===== config.mk =====
export PLATFORM = sky130hd
export DESIGN_NAME = pwm_audio_dac_flat
export DESIGN_NICKNAME = d
export VERILOG_FILES = /design/src/rtl/pwm_audio_dac_if.sv /design/src/rtl/pwm_audio_dac.sv /design/src/flat_wrapper.sv
export SDC_FILE = /design/constraint.sdc
export NUM_CORES = 1
export LEC_CHECK = 0
export CAP_MARGIN = 30
export CORE_MARGIN = 2
export CORE_UTILIZATION = 58
export DETAILED_ROUTE_END_ITERATION = 6
export GPL_ROUTABILITY_DRIVEN = 0
export PLACE_DENSITY = 0.8
export SETUP_SLACK_MARGIN = 0.05
export SLEW_MARGIN = 30
export SYNTH_ARGS = -nofsm -noshare
export SYNTH_HDL_FRONTEND = slang
export SYNTH_SLANG_ARGS = --single-unit
export TNS_END_PERCENT = 50

===== constraint.sdc =====
create_clock -name clk -period 2.6 [get_ports clk]
set_input_delay 0.52 -clock clk [delete_from_list [all_inputs] [get_ports clk]]
set_output_delay 0.52 -clock clk [all_outputs]
set_load 0.005 [all_outputs]

===== src/rtl/pwm_audio_dac_if.sv =====
// Sample/control bundle between the demodulator side and the 1-bit audio DAC stage.
// The master drives samples and controls; the slave (the DAC) returns the output pin and status pulses.
interface pwm_audio_dac_if #(
  parameter int IN_W = 16
);
  logic [IN_W-1:0] sample_in;
  logic            sample_tick;
  logic [2:0]      gain;
  logic            mode;
  logic            enable;
  logic            pwm_out;
  logic            period_tick;
  logic            overrun;

  modport master (
    output sample_in, sample_tick, gain, mode, enable,
    input  pwm_out, period_tick, overrun
  );

  modport slave (
    input  sample_in, sample_tick, gain, mode, enable,
    output pwm_out, period_tick, overrun
  );
endinterface


===== src/rtl/pwm_audio_dac.sv =====
// Audio output stage: gain with saturation, offset-binary conversion, double-buffered duty,
// and a 1-bit output as fixed-period PWM or first-order sigma-delta.
module pwm_audio_dac #(
  parameter int IN_W      = 16,
  parameter int PWM_W     = 10,
  parameter bit SIGNED_IN = 1'b1
) (
  input logic              clk,
  input logic              RSTb,
  pwm_audio_dac_if.slave   bus
);

  typedef enum logic {
    MODE_PWM = 1'b0,
    MODE_SD  = 1'b1
  } mode_e;

  localparam int XW = IN_W + 8;
  localparam logic signed [XW-1:0] SMAX = {{9{1'b0}}, {(IN_W-1){1'b1}}};
  localparam logic signed [XW-1:0] SMIN = {{9{1'b1}}, {(IN_W-1){1'b0}}};

  logic [PWM_W-1:0] cnt;
  logic [PWM_W-1:0] acc;
  logic [PWM_W-1:0] duty_act;
  logic [IN_W-1:0]  pend;
  logic             pend_full;
  mode_e            mode_act;
  logic             pwm_out_q;
  logic             period_tick_q;
  logic             overrun_q;

  logic                   boundary;
  logic signed [XW-1:0]   ext;
  logic signed [XW-1:0]   shifted;
  logic [PWM_W-1:0]       duty_new;
  logic [PWM_W:0]         sd_sum;

  assign boundary = bus.enable && (cnt == '1);
  assign sd_sum   = {1'b0, acc} + {1'b0, duty_act};

  // Saturation is decided on the widened value; the duty is then the top PWM_W bits
  // of the offset-binary result (MSB flip for signed input).
  always_comb begin
    ext      = '0;
    shifted  = '0;
    duty_new = '0;
    if (SIGNED_IN) begin
      ext     = {{8{pend[IN_W-1]}}, pend};
      shifted = ext <<< bus.gain;
      if (shifted > SMAX)
        duty_new = '1;
      else if (shifted < SMIN)
        duty_new = '0;
      else
        duty_new = {~shifted[IN_W-1], shifted[IN_W-2 -: PWM_W-1]};
    end else begin
      ext     = {8'b0, pend};
      shifted = ext << bus.gain;
      if (|shifted[XW-1:IN_W])
        duty_new = '1;
      else
        duty_new = shifted[IN_W-1 -: PWM_W];
    end
  end

  always_ff @(posedge clk or negedge RSTb) begin
    if (!RSTb) begin
      cnt           <= '0;
      acc           <= '0;
      duty_act      <= '0;
      pend          <= '0;
      pend_full     <= 1'b0;
      mode_act      <= MODE_PWM;
      pwm_out_q     <= 1'b0;
      period_tick_q <= 1'b0;
      overrun_q     <= 1'b0;
    end else begin
      cnt           <= bus.enable ? cnt + 1'b1 : '0;
      period_tick_q <= boundary;

      // A boundary always drains the old pend; a same-cycle tick refills it without overrun.
      if (bus.sample_tick) begin
        pend      <= bus.sample_in;
        pend_full <= 1'b1;
        overrun_q <= pend_full && !boundary;
      end else begin
        overrun_q <= 1'b0;
        if (boundary)
          pend_full <= 1'b0;
      end

      if (boundary) begin
        mode_act <= mode_e'(bus.mode);
        if (pend_full)
          duty_act <= duty_new;
      end

      if (!bus.enable) begin
        acc       <= '0;
        pwm_out_q <= 1'b0;
      end else if (mode_act == MODE_SD) begin
        acc       <= (boundary && (mode_e'(bus.mode) != mode_act)) ? '0 : sd_sum[PWM_W-1:0];
        pwm_out_q <= sd_sum[PWM_W];
      end else begin
        acc       <= (boundary && (mode_e'(bus.mode) != mode_act)) ? '0 : acc;
        pwm_out_q <= (cnt < duty_act);
      end
    end
  end

  assign bus.pwm_out     = pwm_out_q;
  assign bus.period_tick = period_tick_q;
  assign bus.overrun     = overrun_q;

endmodule


===== src/flat_wrapper.sv =====
// flat-port wrapper written by rule: the top's interface ports become plain ports
module pwm_audio_dac_flat 
#(
  parameter int IN_W      = 16,
  parameter int PWM_W     = 10,
  parameter bit SIGNED_IN = 1'b1
)
  (clk, RSTb, bus_sample_in, bus_sample_tick, bus_gain, bus_mode, bus_enable, bus_pwm_out, bus_period_tick, bus_overrun);
  pwm_audio_dac_if #(.IN_W(IN_W)) bus_i ();
  input logic clk;
  input logic RSTb;
  input wire logic [$bits(bus_i.sample_in)-1:0] bus_sample_in;
  input wire logic [$bits(bus_i.sample_tick)-1:0] bus_sample_tick;
  input wire logic [$bits(bus_i.gain)-1:0] bus_gain;
  input wire logic [$bits(bus_i.mode)-1:0] bus_mode;
  input wire logic [$bits(bus_i.enable)-1:0] bus_enable;
  output wire logic [$bits(bus_i.pwm_out)-1:0] bus_pwm_out;
  output wire logic [$bits(bus_i.period_tick)-1:0] bus_period_tick;
  output wire logic [$bits(bus_i.overrun)-1:0] bus_overrun;
  assign bus_i.sample_in = bus_sample_in;
  assign bus_i.sample_tick = bus_sample_tick;
  assign bus_i.gain = bus_gain;
  assign bus_i.mode = bus_mode;
  assign bus_i.enable = bus_enable;
  assign bus_pwm_out = bus_i.pwm_out;
  assign bus_period_tick = bus_i.period_tick;
  assign bus_overrun = bus_i.overrun;
  pwm_audio_dac #(.IN_W(IN_W), .PWM_W(PWM_W), .SIGNED_IN(SIGNED_IN)) u_core (.clk(clk), .RSTb(RSTb), .bus(bus_i));
endmodule

Word-level counts from Yosys, hierarchy flattened
Cells that the tools add are included.
- bits in registers: 51
- bits of input ports: 24
- multiplexer cells: 12
- equality and inequality tests: 3
- magnitude comparators: 3
- bitwise operators: 1
- shift-type cells: 1
- add/subtract/negate cells: 2
- reduce and logical (&&, ||, !) cells: 6
- operators with widths (operator ; number):
    $mux W10 ; 7
    $gt A24 B16 Y1 const B ; 1
    $lt A24 B16 Y1 const B ; 1
    $sshl A16 B3 Y24 ; 1
    $add A10 B10 Y11 ; 1
    $add A10 B1 Y10 const B ; 1
    $eq A10 B10 Y1 const B ; 1
    $lt A10 B10 Y1 ; 1
    $mux W1 ; 5
    $logic_and A1 B1 Y1 ; 3
    $ne A3 B1 Y1 const B ; 1
    $reduce_and A2 Y1 ; 1
    $reduce_bool A2 Y1 ; 1
    $logic_not A1 Y1 ; 1
    $ne A1 B1 Y1 ; 1
    $not A1 Y1 ; 1

Logic depth before layout (Yosys ltp)
- depth after elaboration: 6
- mapped depth: 9
- depth with buffers taken out: 8

Least setup slack after synthesis
OpenSTA, ideal clock, no wires.
- path type: flip-flop to flip-flop
- from: register u_core.duty_act[0]
- to: register u_core.acc[8]
- cell stages (with the launch flop): 9
- data arrival time: 1.859 ns
- required time: 2.479 ns
- slack: 0.620 ns
- period minus slack after synthesis: 1.980 ns
- cells stage by stage: dfrtp_1 > ha_1 > fa_1 > a21o_1 > a21oi_1 > nand2b_1 > a21oi_1 > xor2_1 > a22o_1
- word-level cells in the longest chain between the ends: 4
- RTL lines (element ; RTL line ; text):
    start: declaration ; pwm_audio_dac.sv:24 ; logic [PWM_W-1:0] duty_act;
    start signal: assignment ; pwm_audio_dac.sv:95 ; duty_act <= duty_new;
    $add A10 B10 Y11 ; pwm_audio_dac.sv:39 ; assign sd_sum = {1'b0, acc} + {1'b0, duty_act};
    $mux W10 ; pwm_audio_dac.sv:102 ; acc <= (boundary && (mode_e'(bus.mode) != mode_act)) ? '0 : sd_sum[PWM_W-1:0];
    $mux W10 ; pwm_audio_dac.sv:101 ; end else if (mode_act == MODE_SD) begin
    $mux W10 ; pwm_audio_dac.sv:98 ; if (!bus.enable) begin
    end signal: assignment ; pwm_audio_dac.sv:102 ;
    end signal: assignment ; pwm_audio_dac.sv:105 ; acc <= (boundary && (mode_e'(bus.mode) != mode_act)) ? '0 : acc;
    end: declaration ; pwm_audio_dac.sv:23 ; logic [PWM_W-1:0] acc;
Every way passes these cells.
A chain may end at the register's enable or synchronous reset.

Worst setup path in the final report
- from: input bus_gain[0]
- to: register u_core.duty_act[2]
- word-level cells in the longest chain between the ends: 4
- elaborated cells on any way between the ends: 5
- classes of those cells: 2 x order compare; 1 x shift; 2 x mux
- RTL lines (element ; RTL line ; text):
    start: declaration ; flat_wrapper.sv:14 ; input wire logic [$bits(bus_i.gain)-1:0] bus_gain;
    $sshl A16 B3 Y24 * ; pwm_audio_dac.sv:49 ; shifted = ext <<< bus.gain;
    $lt A24 B16 Y1 ; pwm_audio_dac.sv:52 ; else if (shifted < SMIN)
    $mux W10 ; pwm_audio_dac.sv:52 ;
    $mux W10 * ; pwm_audio_dac.sv:50 ; if (shifted > SMAX)
Every way passes the cells marked *; elsewhere a longest branch is shown, timed or not.

==> flow_summary.toml <==
[worst_setup_path]
worst-endpoint-required_ps = 2810
worstPathArrival_ps = 2480
timing.critical_path.to_type = "flip-flop"
setup.worst_path.start_class = "input pin"
worst-path-max-fanout = 9
timing.setup.critical_path_class = "in2reg"

[timing]
final.period_utilization_pct = 87.27
least_margin_pin_slew_ps = 720.8
max_freq_mhz = 440.7
clock-skew-final_ps = 9.085
holdWs_ps = 298.4
hold_viol = 0
setup_viol = 0
finalCriticalPeriod_ps = 2269
grt_setup_unrepaired = "no"
max_slew_margin_pct = 51.80
drv_slew = 0

[detailed_routing]
routedWlPerCell_um = 15.49
drt-total-wl_mm = 6.009
dr_total_vias = 2226
ratio_of_routed_vias_to_standard_cells = 5.737
drc = 0
drt-pass1-iter-count = 4
ant_nets = 0
drt_first_iter_violations = 81

[global_route]
global_route.usage.total_pct = 22.31
grt_antenna_before_repair = 0
grt_most_used_layer = "met2"
grt_total_ovfl = 0
largest_net_degree_at_the_start_of_global_routing = 52
grt_pass1_vias = 2289
grt_pass1_wl_mm = 10.48
groute.layer.met1.usage_pct = 27.93
global_route.usage.met3_pct = 4.824
use_met2_pct = 39.21

[clocking]
tritoncts = "done"
htree_levels = 2
cts-buffers-inserted = 5
cts_setup_buffers = 0
cts.sinks = 51
cts_max_path_buffers = 2
cts_hold_repair.buffers = 0
cts.root.buffer_cell = "sky130_fd_sc_hd__clkbuf_8"
cts-resized-gates = 0
clk_lat_worst_skew_ps = 320
path_clk_slew_ps = 100

[floorplan]
number_of_core_rows = 26
dieArea_um2 = 5937
fp.dieH_um = 77.06
io-pin-count = 27
placeableCoreArea_um2 = 5140
floorplan.initialDensity_pct = 60.22
chipWidth_um = 77.06

[final_layout]
multi_input_area_um2 = 1692
diodes = 0
final_layout_size_suffix_gt1_share_pct = 14.15
fin_util_pct = 68.35
fillerInstances = 430
layout.area.seq_um2 = 1276
final_nets = 362
post-route-cell-area_um2 = 3513
flow.area_growth_from_synthesis_pct = 13.50
layoutNonFillerInstCount = 388

[synth]
synth.ff_latch_count = 51
synth_area_leader_cell = "sky130_fd_sc_hd__dfrtp_1"
postSynthAreaPerCell_um2 = 10.79
synth.lib_cells_used.distinct = 54
yosysTopAreaCellShare_pct = 41.23
synthesis.nets = 332
synth-async-reset-ratio_pct = 100.0
synthTopCellsByArea = "sky130_fd_sc_hd__dfrtp_1, sky130_fd_sc_hd__ha_1, sky130_fd_sc_hd__mux2_2, sky130_fd_sc_hd__mux2i_1, sky130_fd_sc_hd__a21oi_1"
synth_edf_count = 0
syn-cell-area_um2 = 3095
synth_ff_type = "sky130_fd_sc_hd__dfrtp_1"
synth_cells = 287
synth_sequential_area_ratio_pct = 41.23
yosysWarnings = 0

[status]
status = "complete, no violations"

[power]
int_pwr_mw = 1.146
power.clock.fraction_pct = 30.5
power.net_switching_mw = 0.4386
power.share.sequential_pct = 53.8
share_comb_of_total_power_pct = 15.7
worst_vdd_rail_ir_drop_mv = 0.4360
power.leakage_nw = 1.659
switching_share_pct = 27.67
power.density_nw_per_um2 = 451.2

[job]
max-cap-violations = 0

[min_path]
min_path_type = "in2async"

[placement]
buffer_ports.inserted = 26
total_half_perimeter_wirelength_after_legalization_and_detailed_placement_mm = 4.479
placement_stage_cell_area_um2 = 3422
place.detailed.instances = 380
placed cells by master (no fill, tap or decap), types with 3 or more instances in the layout:
cell type and instances:
sky130_fd_sc_hd__clkbuf_8 5, sky130_fd_sc_hd__mux2_2 16, sky130_fd_sc_hd__mux2i_1 15, sky130_fd_sc_hd__nand3_1 5, sky130_fd_sc_hd__a21o_1 7, sky130_fd_sc_hd__and2_1 10, sky130_fd_sc_hd__o21ai_0 10, sky130_fd_sc_hd__nor2_1 21
sky130_fd_sc_hd__nor2b_1 4, sky130_fd_sc_hd__nand2_1 8, sky130_fd_sc_hd__mux2_1 3, sky130_fd_sc_hd__xnor2_1 8, sky130_fd_sc_hd__a21oi_1 18, sky130_fd_sc_hd__nand2b_1 5, sky130_fd_sc_hd__a22o_1 9, sky130_fd_sc_hd__buf_4 8
sky130_fd_sc_hd__inv_1 11, sky130_fd_sc_hd__o22a_1 9, sky130_fd_sc_hd__xor2_1 6, sky130_fd_sc_hd__dfrtp_1 51, sky130_fd_sc_hd__ha_1 20, sky130_fd_sc_hd__clkdlybuf4s50_1 25
cell families (layout without fill, tap and decap cells):
logic type               after synthesis  in the layout  synth area share [%]
AO/OA/AOI/OAI                         71             71                 16.37
AND/OR/NAND/NOR                       69             69                 11.88
flip-flops                            51             51                 41.23
multiplexers                          37             37                 13.70
buffers and inverters                 24             55                 4.122
adder cells (fa/ha/maj)               21             21                 8.731
XOR/XNOR                              14             14                 3.961
cell usage after synthesis (3+ instances only):
| library cell | instances |
|---|---|
| sky130_fd_sc_hd__xor2_1 | 6 |
| sky130_fd_sc_hd__nor2_1 | 21 |
| sky130_fd_sc_hd__a21o_1 | 7 |
| sky130_fd_sc_hd__mux2i_1 | 15 |
| sky130_fd_sc_hd__o22a_1 | 9 |
| sky130_fd_sc_hd__and2_1 | 10 |
| sky130_fd_sc_hd__nand3_1 | 5 |
| sky130_fd_sc_hd__ha_1 | 20 |
| sky130_fd_sc_hd__nand2_1 | 8 |
| sky130_fd_sc_hd__o21ai_0 | 10 |
| sky130_fd_sc_hd__mux2_1 | 3 |
| sky130_fd_sc_hd__a21oi_1 | 18 |
| sky130_fd_sc_hd__mux2_2 | 16 |
| sky130_fd_sc_hd__xnor2_1 | 8 |
| sky130_fd_sc_hd__a22o_1 | 9 |
| sky130_fd_sc_hd__dfrtp_1 | 51 |
| sky130_fd_sc_hd__buf_2 | 3 |
| sky130_fd_sc_hd__nor2b_1 | 4 |
| sky130_fd_sc_hd__nand2b_1 | 5 |
| sky130_fd_sc_hd__inv_1 | 11 |
| sky130_fd_sc_hd__clkbuf_1 | 4 |
worst paths after layout:
check                                   start            endpoint  slack [ps]  cells past startpoint
setup / recovery                  bus_gain[0]  u_core.duty_act[2]         330                      5
setup reg to reg           u_core.duty_act[0]       u_core.acc[8]         400                      8
max in group asynchronous                RSTb       u_core.cnt[2]        1870                      2
hold reg to reg                 u_core.cnt[0]       u_core.cnt[0]         480                      1
hold / removal                           RSTb       u_core.acc[5]         300                      2
min in group clk                u_core.cnt[0]       u_core.cnt[0]         480                      1
power by group through the flow:
| stage | Combinational (mW) | Clock, mW | Sequential (mW) |
|---|---|---|---|
| 2_1_floorplan | 0.164 | 0 | 0.858 |
| 3_3_place_gp | 0.243 | 0 | 0.866 |
| 3_5_place_dp | 0.249 | 0 | 0.868 |
| 4_1_cts | 0.251 | 0.495 | 0.852 |
| 5_1_grt | 0.281 | 0.517 | 0.857 |
| 6_report | 0.249 | 0.483 | 0.852 |
area by class of cell:
cell class,instances,area share (%)
Clock buffer,5,1.959
Inverter,13,1.460
Sequential cell,51,36.32
Timing Repair Buffer,34,8.974
Tap cell,70,2.493
Clock inverter,3,0.6410
Multi-Input combinational cell,212,48.15
per-stage QoR:
| step | setup TNS, ps | worst slack (ps) | total power, mW |
|---|---|---|---|
| 6_report | 0 | 330.9 | 1.585 |
| 4_1_cts | 0 | 330.5 | 1.598 |
| 2_1_floorplan | 0 | 620.5 | 1.022 |
| 3_3_place_gp | 0 | 35.30 | 1.109 |
| 3_5_place_dp | -26.57 | -15.32 | 1.117 |
| 5_1_grt | 0 | 247.6 | 1.655 |
registers in the layout (all words and copies together), names as in the netlist:
name and flops:
u_core.pend 16, u_core.acc 10, u_core.cnt 10, u_core.duty_act 10, u_core.bus.overrun 1, u_core.bus.period_tick 1
u_core.bus.pwm_out 1, u_core.mode_act 1, u_core.pend_full 1
worst max-delay path: stages:
cell	delay, ps
sky130_fd_sc_hd__clkdlybuf4s50_1	590
sky130_fd_sc_hd__mux4_2	570
sky130_fd_sc_hd__nor4_2	310
sky130_fd_sc_hd__o221ai_2	240
sky130_fd_sc_hd__o22a_1	240
routing by layer:
layer / vias to the layer above / share of wire [%]
met2: 38 / 51
met5: - / 0
li1: 1107 / -
met1: 1073 / 45
met3: 8 / 3.3
met4: 0 / 1.5
No activity file was read; power rests on OpenSTA's default activity.
